$ cat src/rtl/radio_pkg.sv
// -----------------------------------------------------------------------------
// radio_pkg
//   Definitions shared by the radio transmit framer: the framer state encoding,
//   the default PREAMBLE/SYNC bytes, the CRC-8 polynomial and a helper function
//   that advances a CRC-8 over one byte.
// -----------------------------------------------------------------------------
package radio_pkg;

    typedef enum logic [2:0] {
        ST_IDLE     = 3'd0,
        ST_PREAMBLE = 3'd1,
        ST_SYNC     = 3'd2,
        ST_LEN      = 3'd3,
        ST_PAYLOAD  = 3'd4,
        ST_CRC      = 3'd5,
        ST_DONE     = 3'd6
    } state_e;

    localparam logic [7:0] PREAMBLE_DEFAULT = 8'hAA;
    localparam logic [7:0] SYNC_DEFAULT     = 8'h7E;
    localparam logic [7:0] CRC8_POLY        = 8'h07;

    // CRC-8, MSB first, no reflection, no final XOR: fold one byte into crc.
    function automatic logic [7:0] crc8_byte(input logic [7:0] crc, input logic [7:0] data);
        logic [7:0] c;
        c = crc ^ data;
        for (int i = 0; i < 8; i++) begin
            if (c[7]) begin
                c = {c[6:0], 1'b0} ^ CRC8_POLY;
            end else begin
                c = {c[6:0], 1'b0};
            end
        end
        return c;
    endfunction

endpackage

$ cat src/rtl/tx_byte_fifo.sv
// -----------------------------------------------------------------------------
// tx_byte_fifo
//   Synchronous byte FIFO with show-ahead output (dout is the head entry).
//   Ports:
//     clock, reset  - rising-edge clock, synchronous active-high reset
//     clear         - synchronous flush of all entries (takes priority)
//     push, din     - write din when not full
//     pop           - discard head entry when not empty
//     dout          - current head entry
//     count         - number of entries held
//     full, empty   - occupancy flags
//   Push and pop in the same cycle both take effect; count is unchanged.
// -----------------------------------------------------------------------------
module tx_byte_fifo #(
    parameter int DEPTH = 16
) (
    input  logic       clock,
    input  logic       reset,
    input  logic       clear,
    input  logic       push,
    input  logic       pop,
    input  logic [7:0] din,
    output logic [7:0] dout,
    output logic [7:0] count,
    output logic       full,
    output logic       empty
);

    localparam int AW = $clog2(DEPTH);

    logic [7:0]    mem_q [DEPTH];
    logic [AW-1:0] wr_ptr_q, wr_ptr_d;
    logic [AW-1:0] rd_ptr_q, rd_ptr_d;
    logic [7:0]    count_q, count_d;
    logic          push_ok_s, pop_ok_s;

    assign full  = (count_q == 8'(DEPTH));
    assign empty = (count_q == 8'd0);
    assign count = count_q;
    assign dout  = mem_q[rd_ptr_q];

    // Next-state pointers and occupancy.
    always_comb begin
        push_ok_s = push && !full && !clear;
        pop_ok_s  = pop && !empty && !clear;
        wr_ptr_d  = wr_ptr_q;
        rd_ptr_d  = rd_ptr_q;
        count_d   = count_q;
        if (clear) begin
            wr_ptr_d = '0;
            rd_ptr_d = '0;
            count_d  = 8'd0;
        end else begin
            if (push_ok_s) begin
                wr_ptr_d = wr_ptr_q + AW'(1);
            end else begin
                wr_ptr_d = wr_ptr_q;
            end
            if (pop_ok_s) begin
                rd_ptr_d = rd_ptr_q + AW'(1);
            end else begin
                rd_ptr_d = rd_ptr_q;
            end
            case ({push_ok_s, pop_ok_s})
                2'b10:   count_d = count_q + 8'd1;
                2'b01:   count_d = count_q - 8'd1;
                default: count_d = count_q;
            endcase
        end
    end

    // Pointer and count registers.
    always_ff @(posedge clock) begin
        if (reset) begin
            wr_ptr_q <= '0;
            rd_ptr_q <= '0;
            count_q  <= 8'd0;
        end else begin
            wr_ptr_q <= wr_ptr_d;
            rd_ptr_q <= rd_ptr_d;
            count_q  <= count_d;
        end
    end

    // Storage array; contents need no reset because count gates every read.
    always_ff @(posedge clock) begin
        if (push_ok_s && !reset) begin
            mem_q[wr_ptr_q] <= din;
        end
    end

endmodule

$ cat src/rtl/radio_tx_framer.sv
// -----------------------------------------------------------------------------
// radio_tx_framer
//   Buffers payload bytes and, on flush, sends one frame
//   PREAMBLE, SYNC, LEN, payload[LEN], CRC-8 serially, MSB first, each bit held
//   CLKS_PER_BIT cycles.
//   Ports:
//     clock, reset          - rising-edge clock, synchronous active-high reset
//     enable                - radio enable; dropping it mid-frame aborts
//     radio_Tx, tx_data     - push strobe and payload byte
//     flush                 - start a frame with all buffered bytes
//     tx_serial             - serial data, idles 0
//     tx_busy               - frame in progress
//     fifo_count/fifo_full  - buffer occupancy
//     overflow              - sticky: push arrived while full
//     frame_done / aborted  - one-cycle completion / abort pulses
// -----------------------------------------------------------------------------
module radio_tx_framer
    import radio_pkg::*;
#(
    parameter int         FIFO_DEPTH   = 16,
    parameter int         CLKS_PER_BIT = 4,
    parameter logic [7:0] PREAMBLE     = PREAMBLE_DEFAULT,
    parameter logic [7:0] SYNC         = SYNC_DEFAULT
) (
    input  logic       clock,
    input  logic       reset,
    input  logic       enable,
    input  logic       radio_Tx,
    input  logic [7:0] tx_data,
    input  logic       flush,
    output logic       tx_serial,
    output logic       tx_busy,
    output logic [7:0] fifo_count,
    output logic       fifo_full,
    output logic       overflow,
    output logic       frame_done,
    output logic       aborted
);

    localparam int            CW       = (CLKS_PER_BIT > 1) ? $clog2(CLKS_PER_BIT) : 1;
    localparam logic [CW-1:0] CLK_LAST = CW'(CLKS_PER_BIT - 1);

    state_e        state_q, state_d;
    logic [7:0]    shift_q, shift_d;
    logic [CW-1:0] clk_cnt_q, clk_cnt_d;
    logic [2:0]    bit_cnt_q, bit_cnt_d;
    logic [7:0]    len_q, len_d;
    logic [7:0]    rem_q, rem_d;
    logic [7:0]    crc_q, crc_d;
    logic          busy_q, busy_d;
    logic          done_q, done_d;
    logic          aborted_q, aborted_d;
    logic          overflow_q, overflow_d;

    logic          sending_s, bit_end_s, byte_end_s;
    logic          fifo_push_s, fifo_pop_s, fifo_clear_s;
    logic [7:0]    fifo_dout_s, fifo_count_s;
    logic          fifo_full_s, fifo_empty_s;

    tx_byte_fifo #(.DEPTH(FIFO_DEPTH)) u_fifo (
        .clock (clock),
        .reset (reset),
        .clear (fifo_clear_s),
        .push  (fifo_push_s),
        .pop   (fifo_pop_s),
        .din   (tx_data),
        .dout  (fifo_dout_s),
        .count (fifo_count_s),
        .full  (fifo_full_s),
        .empty (fifo_empty_s)
    );

    assign tx_serial  = shift_q[7];
    assign tx_busy    = busy_q;
    assign fifo_count = fifo_count_s;
    assign fifo_full  = fifo_full_s;
    assign overflow   = overflow_q;
    assign frame_done = done_q;
    assign aborted    = aborted_q;

    // Next-state logic: FSM, bit timing, shift register, CRC and FIFO control.
    always_comb begin
        state_d      = state_q;
        shift_d      = shift_q;
        clk_cnt_d    = clk_cnt_q;
        bit_cnt_d    = bit_cnt_q;
        len_d        = len_q;
        rem_d        = rem_q;
        crc_d        = crc_q;
        busy_d       = busy_q;
        done_d       = 1'b0;
        aborted_d    = 1'b0;
        fifo_pop_s   = 1'b0;
        fifo_clear_s = 1'b0;
        fifo_push_s  = radio_Tx && enable && !fifo_full_s;
        overflow_d   = overflow_q | (radio_Tx && enable && fifo_full_s);

        sending_s  = (state_q == ST_PREAMBLE) || (state_q == ST_SYNC) || (state_q == ST_LEN) ||
                     (state_q == ST_PAYLOAD) || (state_q == ST_CRC);
        bit_end_s  = (clk_cnt_q == CLK_LAST);
        byte_end_s = bit_end_s && (bit_cnt_q == 3'd7);

        // Both counters wrap together so the next byte starts on the very next cycle.
        if (sending_s) begin
            if (bit_end_s) begin
                clk_cnt_d = '0;
                bit_cnt_d = bit_cnt_q + 3'd1;
                shift_d   = {shift_q[6:0], 1'b0};
            end else begin
                clk_cnt_d = clk_cnt_q + CW'(1);
            end
        end else begin
            clk_cnt_d = '0;
            bit_cnt_d = 3'd0;
        end

        // At a byte boundary the shift register is reloaded instead of shifted.
        case (state_q)
            ST_IDLE: begin
                if (flush && enable && !fifo_empty_s) begin
                    state_d = ST_PREAMBLE;
                    shift_d = PREAMBLE;
                    len_d   = fifo_count_s;
                    rem_d   = fifo_count_s;
                    crc_d   = 8'd0;
                    busy_d  = 1'b1;
                end else begin
                    state_d = ST_IDLE;
                end
            end
            ST_PREAMBLE: begin
                if (byte_end_s) begin
                    state_d = ST_SYNC;
                    shift_d = SYNC;
                end else begin
                    state_d = ST_PREAMBLE;
                end
            end
            ST_SYNC: begin
                if (byte_end_s) begin
                    state_d = ST_LEN;
                    shift_d = len_q;
                end else begin
                    state_d = ST_SYNC;
                end
            end
            ST_LEN, ST_PAYLOAD: begin
                if (byte_end_s && (rem_q != 8'd0)) begin
                    state_d    = ST_PAYLOAD;
                    shift_d    = fifo_dout_s;
                    fifo_pop_s = 1'b1;
                    rem_d      = rem_q - 8'd1;
                    crc_d      = crc8_byte(crc_q, fifo_dout_s);
                end else if (byte_end_s) begin
                    state_d = ST_CRC;
                    shift_d = crc_q;
                end else begin
                    state_d = state_q;
                end
            end
            ST_CRC: begin
                if (byte_end_s) begin
                    state_d = ST_DONE;
                    shift_d = 8'd0;
                    busy_d  = 1'b0;
                    done_d  = 1'b1;
                end else begin
                    state_d = ST_CRC;
                end
            end
            ST_DONE: begin
                state_d = ST_IDLE;
            end
            default: begin
                state_d = ST_IDLE;
                shift_d = 8'd0;
                busy_d  = 1'b0;
            end
        endcase

        // Losing enable mid-frame overrides everything above.
        if (sending_s && !enable) begin
            state_d      = ST_IDLE;
            shift_d      = 8'd0;
            busy_d       = 1'b0;
            done_d       = 1'b0;
            aborted_d    = 1'b1;
            fifo_pop_s   = 1'b0;
            fifo_clear_s = 1'b1;
            clk_cnt_d    = '0;
            bit_cnt_d    = 3'd0;
        end else begin
            aborted_d = 1'b0;
        end
    end

    // State and datapath registers.
    always_ff @(posedge clock) begin
        if (reset) begin
            state_q    <= ST_IDLE;
            shift_q    <= 8'd0;
            clk_cnt_q  <= '0;
            bit_cnt_q  <= 3'd0;
            len_q      <= 8'd0;
            rem_q      <= 8'd0;
            crc_q      <= 8'd0;
            busy_q     <= 1'b0;
            done_q     <= 1'b0;
            aborted_q  <= 1'b0;
            overflow_q <= 1'b0;
        end else begin
            state_q    <= state_d;
            shift_q    <= shift_d;
            clk_cnt_q  <= clk_cnt_d;
            bit_cnt_q  <= bit_cnt_d;
            len_q      <= len_d;
            rem_q      <= rem_d;
            crc_q      <= crc_d;
            busy_q     <= busy_d;
            done_q     <= done_d;
            aborted_q  <= aborted_d;
            overflow_q <= overflow_d;
        end
    end

endmodule
$ cat config.mk
export PLATFORM = sky130hd
export DESIGN_NAME = radio_tx_framer
export DESIGN_NICKNAME = d
export VERILOG_FILES = /design/src/rtl/radio_pkg.sv /design/src/rtl/tx_byte_fifo.sv /design/src/rtl/radio_tx_framer.sv
export SDC_FILE = /design/constraint.sdc
export NUM_CORES = 1
export LEC_CHECK = 0
export ABC_AREA = 1
export ABC_CLOCK_PERIOD_IN_PS = 3600
export CAP_MARGIN = 20
export CORE_MARGIN = 8
export CORE_UTILIZATION = 43
export DETAILED_ROUTE_END_ITERATION = 10
export HOLD_SLACK_MARGIN = 0.15
export PLACE_DENSITY = 0.62
export SETUP_SLACK_MARGIN = 0.02
export SYNTH_ARGS = -nofsm -noshare
export SYNTH_HDL_FRONTEND = slang
export SYNTH_HIERARCHICAL = 1
export SYNTH_SLANG_ARGS = --single-unit
$ cat constraint.sdc
create_clock -name clock -period 3.6 [get_ports clock]
set_input_delay 0.72 -clock clock [delete_from_list [all_inputs] [get_ports clock]]
set_output_delay 0.72 -clock clock [all_outputs]
set_load 0.01 [all_outputs]
# --- Word-level counts from Yosys, hierarchy flattened ---
# Memories as Yosys holds them, arrays and structs flattened. A register that Yosys moved wholly into a read port is not among the register bits.
# Cells that the tools add are included.
totals:
  ff_bits: 60
  latch_bits: 0
  ramBits: 128
  romBits: 0
  out_inout_bits: 14
  mem_count: 1
op_classes:
  n_addsub: 7
  n_mul: 0
  div: 0
  n_lt_le_gt_ge: 0
  n_eq_ne: 15
  shifts: 0
  muxes: 57
  bitwise: 13
  reduce_logical: 37
memory_table:
  columns: ["memory", "words", "width", "read_ports", "rd_ports_with_merged_regs", "write_ports", "line", "source"]
  rows:
  - ["u_fifo.mem_q", 16, 8, 1, 1, 1, "tx_byte_fifo.sv:31", "logic [7:0] mem_q [DEPTH];"]
ops:
  columns: ["cell", "count"]
  rows:
  - ["two-way mux 8 bit", 26]
  - ["case mux 8 bit (2 select lines)", 3]
  - ["case mux 8 bit (6 select lines)", 1]
  - ["two-way mux 3 bit", 10]
  - ["inverter 3 bit", 8]
  - ["subtractor 8 x 1 -> 8 bit, second input constant", 2]
  - ["case mux 3 bit (5 select lines)", 1]
  - ["logical AND 1 bit", 13]
  - ["equality test 3 bit, second input constant", 4]
  - ["two-way mux 1 bit", 11]
  - ["adder 4 x 1 -> 4 bit, second input constant", 2]
  - ["adder 8 x 1 -> 8 bit, second input constant", 1]
  - ["equality test 8 x 5 -> 1 bit, second input constant", 1]
  - ["logical NOT 8 bit", 1]
  - ["two-way mux 4 bit", 2]
  - ["nonzero test 8 bit", 1]
  - ["XOR 8 bit", 1]
  - ["equality test 3 x 2 -> 1 bit, second input constant", 2]
  - ["inequality test 2 bit, second input constant", 3]
  - ["AND reduction 3 bit", 2]
  - ["OR reduction 2 bit", 3]
  - ["OR reduction 3 bit", 2]
  - ["logical NOT 1 bit", 5]
  - ["OR reduction 5 bit", 1]
  - ["other kinds (15)", 23]

# --- Depth between registers and ports, before layout ---
# Gate-level depths: netlist (run 1).
logic_depth:
  depth_word: 33
  ltp_mapped: 21
  ltp_nobuf: 21

# --- Cells and area by module ---
# Netlist (run 1), hierarchy kept.
by_module_without_submodules:
  columns: ["mod", "instances", "cells_each", "area_each_um2", "seq_area_each_um2"]
  rows:
  - ["tx_byte_fifo", 1, 603, 6575.1, 4244.1]
  - ["radio_tx_framer", 1, 480, 2924.1, 880.8]

# --- Worst setup path after synthesis (run 1) ---
# No wires, ideal clock.
synth_timing:
  path_kind: "register -> register"
  startpoint: "reg rem_q[0]"
  endpoint: "reg u_fifo.count_q[6], in the netlist u_fifo/count[6]"
  setup_ns: 0.117
  t_arrival_ns: 2.662
  t_required_ns: 3.483
  setup_slack_ns: 0.820
  stages_incl_launch_ff: 21
  period_less_slack_ns: 2.780
  cell_sequence: "dfxtp_1 > inv_1 > ha_1 > nand2_1 > nor2_1 > nor2_1 > nand2_4 > nor2_1 > nand3_1 > inv_1 > ha_1 > inv_1 > fa_1 > inv_1 > nand2_1 > nand2_1 > nand3b_1 > nand3_1 > nand2_1 > nor2_1 > nor2_1"
synth_via:
  elab_chain_cells: 9
  elab_cells_between_ends: 11
  cone_classes: "eq/ne: 2; mux: 4; reduce/logical: 5"
synth_lines:
  columns: ["element", "line", "source"]
  rows:
  - ["start, declared", "radio_tx_framer.sv:48", "logic [7:0] rem_q, rem_d;"]
  - ["start signal, assigned", "radio_tx_framer.sv:217", "rem_q <= rem_d;"]
  - ["nonzero test 8 bit *", "radio_tx_framer.sv:148", "if (byte_end_s && (rem_q != 8'd0)) begin"]
  - ["logical AND 1 bit *", "radio_tx_framer.sv:148", null]
  - ["two-way mux 1 bit *", "radio_tx_framer.sv:148", null]
  - ["two-way mux 1 bit *", "radio_tx_framer.sv:118", "case (state_q)"]
  - ["two-way mux 1 bit *", "radio_tx_framer.sv:182", "if (sending_s && !enable) begin"]
  - ["via fifo_pop_s", "radio_tx_framer.sv:56", "logic fifo_push_s, fifo_pop_s, fifo_clear_s;"]
  - ["logical AND 1 bit * (2 in series)", "tx_byte_fifo.sv:45", "pop_ok_s = pop && !empty && !clear;"]
  - ["via u_fifo.pop_ok_s", "tx_byte_fifo.sv:35", "logic push_ok_s, pop_ok_s;"]
  - ["equality test 2 x 1 -> 1 bit or equality test 2 bit (tied branches)", "tx_byte_fifo.sv:64", "case ({push_ok_s, pop_ok_s})"]
  - ["case mux 8 bit (2 select lines) or nonzero test 2 bit (tied branches)", null, null]
  - ["end signal, assigned", "tx_byte_fifo.sv:81", "count_q <= count_d;"]
  - ["end, declared", "tx_byte_fifo.sv:34", "logic [7:0] count_q, count_d;"]
# Mark *: on every way through the listed nets, which the timed path passes. The rest lies on a longest branch.
# A chain may end at the register's enable or synchronous reset.

# --- Worst setup path after layout (run 1) ---
layout_timing:
  startpoint: "reg state_q[1]"
  endpoint: "reg u_fifo.count_q[7], in the netlist u_fifo/count[7]"
layout_via:
  elab_chain_cells: 11
  elab_cells_between_ends: 23
  cone_classes: "eq/ne: 7; mux: 4; reduce/logical: 12"
layout_lines:
  columns: ["element", "line", "source"]
  rows:
  - ["start, declared", "radio_tx_framer.sv:43", "state_e state_q, state_d;"]
  - ["start signal, assigned", "radio_tx_framer.sv:212", "state_q <= state_d;"]
  - ["equality test 3 x 1 -> 1 bit or equality test 3 x 2 -> 1 bit (tied branches)", "radio_tx_framer.sv:98", "sending_s = (state_q == ST_PREAMBLE) || (state_q == ST_SYNC) || (state_q == ST_LEN) ||"]
  - ["logical OR 1 bit (3 in series)", "radio_tx_framer.sv:98", null]
  - ["logical OR 1 bit *", "radio_tx_framer.sv:99", "(state_q == ST_PAYLOAD) || (state_q == ST_CRC);"]
  - ["logical AND 1 bit *", "radio_tx_framer.sv:182", null]
  - ["two-way mux 1 bit *", null, null]
  - ["via aborted_d", "radio_tx_framer.sv:52", "logic aborted_q, aborted_d;"]
  - ["logical NOT 1 bit *", "tx_byte_fifo.sv:44, tx_byte_fifo.sv:45", null]
  - ["logical AND 1 bit *", "tx_byte_fifo.sv:45", null]
  - ["via u_fifo.pop_ok_s", "tx_byte_fifo.sv:35", null]
  - ["equality test 2 x 1 -> 1 bit or equality test 2 bit (tied branches)", "tx_byte_fifo.sv:64", null]
  - ["case mux 8 bit (2 select lines) or nonzero test 2 bit (tied branches)", null, null]
# Marked as above.

==> out/qor.csv, run 1 <==
stage,metric,value,unit
cts,clk_latency,440,ps
power_and_ir_drop,powerDensity,454.1,nW/um^2
sta,max_slew_margin,0.5080,
place,dp_hpwl,14.75,mm
layout,register_area,5130,um^2
grt,grt_pass1_wl,34.33,mm
place,gp_congestion,0.8250,
worst_setup_path,reg2reg_to,u_fifo/count[7],
die,initial_core_util,0.4366,
synthesis,yosys_warnings,6,
cts,cts_inserted_buffers,17,
worst_setup_path,path_cells,inv_2 > nand2_1 > nand2_2 > nand2_4 > nand2_2 > nand2_1 > inv_1 > inv_1 > nand3_1 > inv_1 > ha_1 > ha_1 > or2_2 > nand3_1 > nand2_1 > nand2_1 > nand3_1 > nand2_1 > inv_1,
cts,cts_setup_buffers,0,
detailed_routing,routed_via_density,5.088,
worst_setup_path,cp_max_fo,11,
power_and_ir_drop,power,4.856,mW
layout,fill_cells,2062,
worst_setup_path,crit_type,reg -> reg,
worst_setup_path,crit_path_max_incr_delay,420,ps
run_status,outcome,"finished, final reports clean",
detailed_routing,dr.pass1.iters,5,
die,dieWidth,164.6,um
power_and_ir_drop,p_int,3.533,mW
detailed_routing,drc,0,
worst_setup_path,cp-start-kind,flop,
cts,clkSinkCount,192,
sta,hold_viol,0,
grt,antenna_found_initial,0,
worst_setup_path,worst_path_max_delay_cell,dfxtp_1,
synthesis,synthArstFlopShare,0,
synthesis,synth_ff_type,edfxtp_1,
synthesis,yosys.area.top_type,edfxtp_1,
power_and_ir_drop,p_sw,1.323,mW
layout,diodes,0,
worst_setup_path,cp_common_cell,nand2_1,
worst_setup_path,endpoint,u_fifo/count[7],
synthesis,synth_top_area_frac,0.4046,
cts,cts.hold.buffers_added,0,
sta,worst_pin_slew,735.7,ps
power_and_ir_drop,swShare,0.2725,
die,core,21760,um^2
die,design.die.area,27100,um^2
grt,grt_remaining_overflow,0,
detailed_routing,wl,21.64,mm
detailed_routing,vias,7164,
synthesis,ys_ff_latch,192,
worst_setup_path,critPathLaunch,state_q[1],
die,io_pins,27,
synthesis,postSynthCellCount,1083,
synthesis,synthTopCellsByCount,"nand2_1, inv_1, edfxtp_1",
sta,period_share,0.8970,
min_path,hp-class,reg -> reg,
synthesis,synth.net_count,1113,
layout,final_nets,1145,
sta,totalNegativeSetupSlack,0,ps
power_and_ir_drop,leakage,4.344,nW
cts,clk_pin_slew,80,ps
synthesis,synth_area_leaders,"edfxtp_1, dfxtp_1, nand2_1",
worst_setup_path,arrival,3570,ps
detailed_routing,drt.antenna.violating_nets,0,
detailed_routing,drt_first_iter_violations,555,
cts,cts_resized,0,
worst_setup_path,r2r_setup_slack,370,ps
synthesis,synth_edf_count,128,
power_and_ir_drop,p_comb_frac,0.107,
sta,finalClockSkew,13.85,ps
grt,grt.total_usage,0.1619,
power_and_ir_drop,p_clk_frac,0.390,
sta,rsz0062_at_grt,false,
sta,max_freq,0.3097,GHz
cts,root_buffer,clkbuf_16,
synthesis,yosysUniqueCellTypes,40,
sta,post-route-min-period,3229,ps
cts,cts_buffer_depth,2,
sta,setup_viol,0,
worst_setup_path,reg2regPathDepth,19,
cts,cts_tree,yes,
layout,area_growth_syn_to_layout,12.59,%
layout,drive_above_1_share,0.1037,
detailed_routing,routedWlPerCell,15.37,um
worst_setup_path,r2r-start,state_q[1],
grt,first_global_vias,6609,
run,cap_violations,0,
synthesis,yosysMostFrequentCell,nand2_1,
synthesis,seq_area_frac_synth,0.5395,
die,rows,54,
worst_setup_path,crit_path_end_kind,flop,
power_and_ir_drop,peakVddDrop,335.9,uV
layout,multiInputGateArea,3495,um^2
grt,grt_max_degree,58,
sta,slew_violations,0,
synthesis,syn_area,9499,um^2
place,io_buffer_count,26,
power_and_ir_drop,seq_power_share,0.504,
cts,htree_levels,4,
worst_setup_path,worstPathRequired,3950,ps
die,dieHeight,164.6,um
synthesis,synth_area_per_cell,8.771,um^2
[metrics by stage]
stage	hold slack [ps]	std cells	setup slack [ps]	area [um^2]	utilization
2_1_floorplan	404.3	1083	820.4	9499	-
3_3_place_gp	415.2	1376	202.8	10090	0.4638
3_5_place_dp	428.1	1376	134.1	10090	0.4638
4_1_cts	438.7	1408	376.6	10700	0.4916
5_1_grt	460.0	1408	32.54	10700	0.4916
6_report	429.7	1408	370.9	10700	0.4916
[placed cells by master (no fill, tap or decap), types with 2 or more instances in the layout]
master,netlist,final
nand2_1,220,220
inv_1,147,147
edfxtp_1,128,128
nand3_1,94,94
nor2_1,93,93
a21oi_1,79,79
o21ai_0,78,78
dfxtp_1,64,62
buf_4,3,28
clkdlybuf4s50_1,0,26
o211ai_1,24,24
clkbuf_16,0,17
nand2_2,16,16
ha_1,16,16
o211ai_2,10,10
inv_2,8,8
xnor2_1,8,8
o21ai_1,8,8
nand4_1,7,7
inv_8,0,7
nand3b_1,6,6
clkinv_8,0,5
nand2_4,4,4
nor2_2,4,4
xor2_1,4,4
inv_4,3,3
nor3_1,3,3
o22ai_1,2,2
a21oi_2,2,2
clkinv_1,1,2
or2_2,2,2
buf_12,0,2
[sequential cells by signal, indices dropped and copies added, names as in the netlist, 2 cells and up, named ones only]
register	flops
crc_q	8
rem_q	8
u_fifo/mem_q	128
shift_q	8
state_q	3
bit_cnt_q	3
u_fifo/count	8
clk_cnt_q	2
u_fifo/rd_ptr_q	4
len_q	8
u_fifo/wr_ptr_q	4
[how the worst min path moves through the flow]
stage	from	depth (start not counted)	endpoint
6_report	clk_cnt_q[0]	1	clk_cnt_q[0]
2_1_floorplan	clk_cnt_q[0]	1	clk_cnt_q[0]
3_3_place_gp	clk_cnt_q[0]	1	clk_cnt_q[0]
4_1_cts	clk_cnt_q[0]	1	clk_cnt_q[0]
5_1_grt	clk_cnt_q[0]	1	clk_cnt_q[0]
3_5_place_dp	clk_cnt_q[0]	1	clk_cnt_q[0]
[cells by family after synthesis]
family          Yosys count  share of synthesized area
compound gates          207                     0.1257
xor+xnor                 12                    0.01106
simple gates            453                     0.2080
fa+ha+maj                17                    0.02318
flops                   192                     0.5395
buf+inv                 202                    0.09260
[layout make-up]
cell class	instances	area share
tap	280	0.03276
multi-input combinational	689	0.3267
clock inverter	15	0.01685
clock buffer	17	0.03978
sequential	192	0.4796
inverter	159	0.05650
timing repair buffer	56	0.04773
[routing by layer]
layer	wire, um	GRT usage	vias up
li1	-	-	3655
met3	815	0.02767	22
met5	0	0	-
met2	9977	0.2502	123
met4	287	0.04750	0
met1	10560	0.2289	3364
[critical path: cells and delay by family, from the launching register on]
| kind | cells | cell delay, ps |
|---|---|---|
| buffers and inverters | 5 | 470 |
| flip-flops | 1 | 420 |
| AND/OR/NAND/NOR | 12 | 1580 |
| adder cells (fa/ha/maj) | 2 | 680 |
[power by group through the flow]
| stage | clock network, mW | registers (mW) | logic [mW] |
|---|---|---|---|
| global route | 2.00 | 2.45 | 0.591 |
| finish | 1.89 | 2.45 | 0.517 |
| CTS | 1.92 | 2.45 | 0.518 |
| detailed placement | 0 | 2.50 | 0.515 |
| global placement | 0 | 2.50 | 0.510 |
| floorplan | 0 | 2.49 | 0.354 |
Power figures use the tool's default switching activity.
==> run 2: changes to the inputs <==
- ABC_CLOCK_PERIOD_IN_PS: 3600 -> 4040
- clock period: 3.6 -> 4.04 ns (I/O delays scaled with it)
==> out/qor.csv, run 2 (synthesized netlist as in run 1, its figures left out) <==
stage,metric,value,unit,change
power_and_ir_drop,powerDensity,416.2,nW/um^2,-8.3%
sta,period_share,0.8359,,-0.06110
detailed_routing,drt.antenna.violating_nets,0,,unchanged
place,io_buffer_count,26,,unchanged
worst_setup_path,r2r_setup_slack,660,ps,+290 ps
worst_setup_path,crit_type,reg -> reg,,
worst_setup_path,cp-start-kind,flop,,
detailed_routing,drc,0,,unchanged
sta,rsz0062_at_grt,false,,
detailed_routing,vias,7150,,-0.20%
cts,clk_latency,440,ps,about the same
die,initial_core_util,0.4366,,unchanged
die,core,21760,um^2,unchanged
cts,cts_inserted_buffers,17,,unchanged
cts,htree_levels,4,,unchanged
layout,drive_above_1_share,0.09173,,-0.01200
worst_setup_path,arrival,3710,ps,+140 ps
grt,grt_max_degree,66,,+14%
cts,cts_resized,0,,unchanged
place,dp_hpwl,14.90,mm,+1.0%
layout,regMostFlops,u_fifo/mem_q,,
die,rows,54,,unchanged
detailed_routing,routed_via_density,5.136,,+0.95%
min_path,hp-class,reg -> reg,,
die,io_pins,27,,unchanged
sta,setup_viol,0,,unchanged
die,dieWidth,164.6,um,unchanged
layout,fin_area,10580,um^2,-1.1%
detailed_routing,routedWlPerCell,15.85,um,+3.2%
grt,grt.total_usage,0.1654,,+0.003538
sta,hold_viol,0,,unchanged
cts,clkSinkCount,192,,unchanged
cts,cts_buffer_depth,2,,unchanged
worst_setup_path,reg2reg_to,u_fifo/count[6],,
sta,timing.final.ws_setup,663.1,ps,+292.2 ps
power_and_ir_drop,leakage,4.270,nW,-1.7%
run_status,outcome,"finished, final reports clean",,
place,dp_slack,346.6,ps,+212.5 ps
detailed_routing,drt_first_iter_violations,655,,+18%
layout,diodes,0,,unchanged
place,dpl-instance-area,9957,um^2,-1.3%
die,dieHeight,164.6,um,unchanged
sta,slew_violations,0,,unchanged
sta,finalClockSkew,12.02,ps,-1.835 ps
sta,post-route-min-period,3377,ps,+147.8 ps
power_and_ir_drop,power,4.405,mW,-9.3%
detailed_routing,wl,22.07,mm,+2.0%
worst_setup_path,reg2regPathDepth,21,,+2
power_and_ir_drop,peakVddDrop,275.1,uV,-18%
grt,first_global_vias,6658,,+0.74%
worst_setup_path,worstPathRequired,4370,ps,+420 ps
cts,cts_setup_buffers,0,,unchanged
worst_setup_path,crit_path_end_kind,flop,,
worst_setup_path,critPathLaunch,state_q[1],,
die,design.die.area,27100,um^2,unchanged
layout,layout_commonest_cell,nand2_1,,
sta,worst_pin_slew,790.4,ps,+54.70 ps
layout,final_cell_mix,"nand2_1, inv_1, edfxtp_1",,
cts,root_buffer,clkbuf_16,,
sta,max_freq,0.2961,GHz,-4.4%
sta,max_slew_margin,0.4730,,-0.03493
worst_setup_path,r2r-start,state_q[1],,
cts,clk_pin_slew,80,ps,about the same
place,gp_congestion,0.8575,,+3.9%
layout,largest_reg_flops,128,,unchanged
cts,cts_tree,yes,,
sta,totalNegativeSetupSlack,0,ps,unchanged
layout,area_growth_syn_to_layout,11.41,%,
worst_setup_path,endpoint,u_fifo/count[6],,
grt,grt_remaining_overflow,0,,unchanged
cts,cts.hold.buffers_added,0,,unchanged
worst_setup_path,cp_max_fo,11,,unchanged
grt,grt_pass1_wl,35.27,mm,+2.7%
layout,final_nets,1129,,-1.4%
detailed_routing,dr.pass1.iters,5,,unchanged
run,cap_violations,0,,unchanged
grt,antenna_found_initial,0,,unchanged
sta,whs,440.6,ps,+10.92 ps
[run 2: cell count changes in the layout (fill, tap and decap cells not counted), sizes merged]
cell,previous run,this run
inv,165,166
bufinv,0,1
clkinv,8,7
clkinvlp,1,0
buf,30,14
[run 2: stage by stage]
stage | cells | utilization
6_report | 1392 | 0.4864
5_1_grt | 1392 | 0.4864
4_1_cts | 1392 | 0.4864
3_5_place_dp | 1360 | 0.4577
3_3_place_gp | 1360 | 0.4577
2_1_floorplan | 1083 | -
[run 2: worst max-delay path, stage by stage (launching register included)]
cell and delay, ps:
dfxtp_1 410, inv_2 70, nand2_1 80, nand2_2 100, nand2_4 110, nand2_2 210
nand2_1 200, inv_1 100, nor2_1 240, nand3_1 190, inv_1 90, ha_1 380
inv_1 100, fa_1 410, inv_1 70, nand2_1 50, nand2_1 100, nand3b_1 110
nand3_1 80, nand2_1 50, nor2_1 80, nor2_1 40
[run 2: area by class of cell]
cell class | count | area (um^2)
Timing Repair Buffer | 40 | 377.9
Clock inverter | 15 | 200.2
Multi-Input combinational cell | 689 | 3495
Clock buffer | 17 | 425.4
Tap cell | 280 | 350.3
Inverter | 159 | 604.3
Sequential cell | 192 | 5130
Fill cell | 2070 | 11170
[run 2: worst min-delay path by stage]
stage,startpoint,to,slack (ps),cells after the start
after floorplan,clk_cnt_q[0],clk_cnt_q[0],400,1
after global placement,clk_cnt_q[0],clk_cnt_q[0],420,1
after detailed placement,clk_cnt_q[0],clk_cnt_q[0],420,1
after CTS,clk_cnt_q[0],clk_cnt_q[0],440,1
after global routing,clk_cnt_q[0],clk_cnt_q[0],450,1
final,clk_cnt_q[0],clk_cnt_q[0],440,1
[run 2: report_power, final]
| part | total, mW | switching (mW) | internal, mW |
|---|---|---|---|
| Clock | 1.76 | 0.856 | 0.906 |
| Sequential | 2.18 | 0.0400 | 2.14 |
| Combinational | 0.460 | 0.298 | 0.162 |
[run 2: routing by layer]
layer	global-route usage	vias to the layer above	wire length (um)
li1	-	3618	-
met1	0.2293	3333	10420
met2	0.2584	170	10230
met3	0.03066	29	1057
met4	0.05037	0	355
met5	0	-	0
==> run 3: changes to the inputs <==
- ABC_CLOCK_PERIOD_IN_PS: 4040 -> 2800
- PLACE_DENSITY: 0.62 -> 0.64
- clock period: 4.04 -> 2.8 ns (I/O delays scaled with it)
==> out/qor.csv, run 3 (synthesized netlist as in run 1, its figures left out) <==
stage,metric,value,unit,change
die,core,21760,um^2,unchanged
grt,first_global_vias,6801,,+2.1%
detailed_routing,routed_via_density,5.140,,about the same
worst_setup_path,cp_max_fo,5,,-6
worst_setup_path,worstPathRequired,3140,ps,-1230 ps
sta,worst_pin_slew,761.5,ps,-28.91 ps
cts,clk_pin_slew,70,ps,about the same
detailed_routing,drt.antenna.violating_nets,0,,unchanged
layout,drive_above_1_share,0.1400,,+0.04829
cts,htree_levels,4,,unchanged
power_and_ir_drop,leakage,4.496,nW,+5.3%
sta,max_freq,0.3927,GHz,+33%
layout,fill_cells,2028,,-2.0%
place,dpl.cell_count,1404,,+3.2%
detailed_routing,dr.pass1.iters,5,,unchanged
power_and_ir_drop,power,6.438,mW,+46%
die,dieWidth,164.6,um,unchanged
grt,grt_remaining_overflow,0,,unchanged
sta,max_slew_margin,0.4907,,+0.01768
grt,grt_pass1_wl,35.29,mm,about the same
die,dieHeight,164.6,um,unchanged
detailed_routing,vias,7386,,+3.3%
place,dp_hpwl,15.12,mm,+1.5%
layout,area_growth_syn_to_layout,15.99,%,
detailed_routing,drt_first_iter_violations,566,,-14%
die,rows,54,,unchanged
sta,finalClockSkew,9.019,ps,-2.999 ps
die,design.die.area,27100,um^2,unchanged
place,dp_slack,-147.6,ps,-494.3 ps
power_and_ir_drop,powerDensity,584.3,nW/um^2,+40%
worst_setup_path,arrival,2890,ps,-820 ps
layout,fin_cells,1437,,+3.2%
worst_setup_path,crit_path_max_incr_delay,330,ps,-80 ps
sta,timing.final.ws_setup,253.3,ps,-409.8 ps
layout,final_cell_mix,"nand2_1, inv_1, edfxtp_1",,
cts,cts.hold.buffers_added,0,,unchanged
worst_setup_path,crit_path_end_kind,flop,,
cts,clk_latency,430,ps,about the same
grt,grt.total_usage,0.1665,,+0.001066
power_and_ir_drop,peakVddDrop,417.6,uV,+52%
worst_setup_path,cpLargestDelayFamily,simple AND/OR/NAND/NOR gates,,
detailed_routing,wl,22.36,mm,+1.3%
layout,finish.utilization,0.5064,,+0.02001
grt,antenna_found_initial,0,,unchanged
run_status,outcome,"finished, final reports clean",,
worst_setup_path,cp-start-kind,flop,,
sta,slew_violations,0,,unchanged
layout,regMostFlops,u_fifo/mem_q,,
sta,period_share,0.9095,,+0.07366
die,initial_core_util,0.4366,,unchanged
worst_setup_path,crit_type,reg -> reg,,
sta,setup_viol,0,,unchanged
layout,final_nets,1174,,+4.0%
layout,diodes,0,,unchanged
worst_setup_path,path_cells,inv_1 > ha_1 > nand2_2 > nor2_1 > nor2_2 > nand2_4 > nor2_4 > nand3_2 > inv_2 > ha_4 > buf_6 > ha_1 > nand2_1 > inv_1 > a21oi_2 > nand2_1 > nand2_1 > nand3_1 > nand2_1 > inv_1,,
cts,clkSinkCount,192,,unchanged
worst_setup_path,critical_path_buf_inv_count,5,,unchanged
min_path,hp-class,reg -> reg,,
detailed_routing,drc,0,,unchanged
die,io_pins,27,,unchanged
detailed_routing,routedWlPerCell,15.56,um,-1.8%
cts,root_buffer,clkbuf_16,,
worst_setup_path,worst_path_max_delay_cell,dfxtp_1,,
place,gp_congestion,0.8553,,-0.26%
layout,largest_reg_flops,128,,unchanged
cts,cts_buffer_depth,2,,unchanged
run,cap_violations,0,,unchanged
cts,cts_inserted_buffers,17,,unchanged
sta,post-route-min-period,2547,ps,-830.2 ps
grt,grt_max_degree,65,,-1.5%
cts,cts_tree,yes,,
sta,whs,437.5,ps,-3.138 ps
sta,hold_viol,0,,unchanged
layout,layout_commonest_cell,nand2_1,,
worst_setup_path,cp_common_cell,nand2_1,,
place,io_buffer_count,26,,unchanged
run 3: cell types whose count changed in the layout (fill, tap and decap cells not counted), sizes merged:
| cell | delta |
|---|---|
| buf | +45 |
| clkinv | -3 |
| bufinv | +1 |
| clkbuf | +1 |
| inv | +1 |
run 3: worst paths after layout:
path                 from               to  slack (ps)  cells past startpoint
max              rem_q[0]  u_fifo/count[7]         250                     20
min          clk_cnt_q[0]     clk_cnt_q[0]         440                      1
max reg2reg      rem_q[0]  u_fifo/count[7]         250                     20
min reg2reg  clk_cnt_q[0]     clk_cnt_q[0]         440                      1
run 3: through the flow:
stage	TNS, ps	cell area [um^2]
final	0	11020
after global routing	-24.68	11020
after CTS	0	10930
after detailed placement	-490.1	10300
after global placement	-316.1	10300
after floorplan	0	9499
run 3: repair_timing:
| action | 4_1_cts | 5_1_grt |
|---|---|---|
| resized for setup | 1 | 19 |
| buffers inserted | 0 | 1 |
| pin swaps | 0 | 3 |
| cloned | 0 | 0 |
| endpoints found under the setup margin | 1 | 6 |
run 3: power breakdown:
group,internal [mW],switching [mW]
registers,3.09,0.0520
clock network,1.39,1.18
logic,0.270,0.454
run 3: metal layers:
layer | wire [um] | GRT usage | vias up
met3 | 1087 | 0.02642 | 20
met2 | 10590 | 0.2670 | 193
met5 | 0 | 0 | -
met1 | 10390 | 0.2277 | 3458
met4 | 293 | 0.05119 | 0
li1 | - | - | 3715
run 3: cell type report:
cell class,instances,area (um^2),share of cell area
clock buffers,18,429.2,0.03895
flip-flops and latches,192,5134,0.4659
multi-input cells,689,3566,0.3236
repair buffers,85,732.0,0.06643
inverters,159,604.3,0.05485
well taps,280,350.3,0.03180
clock inverters,14,202.7,0.01840
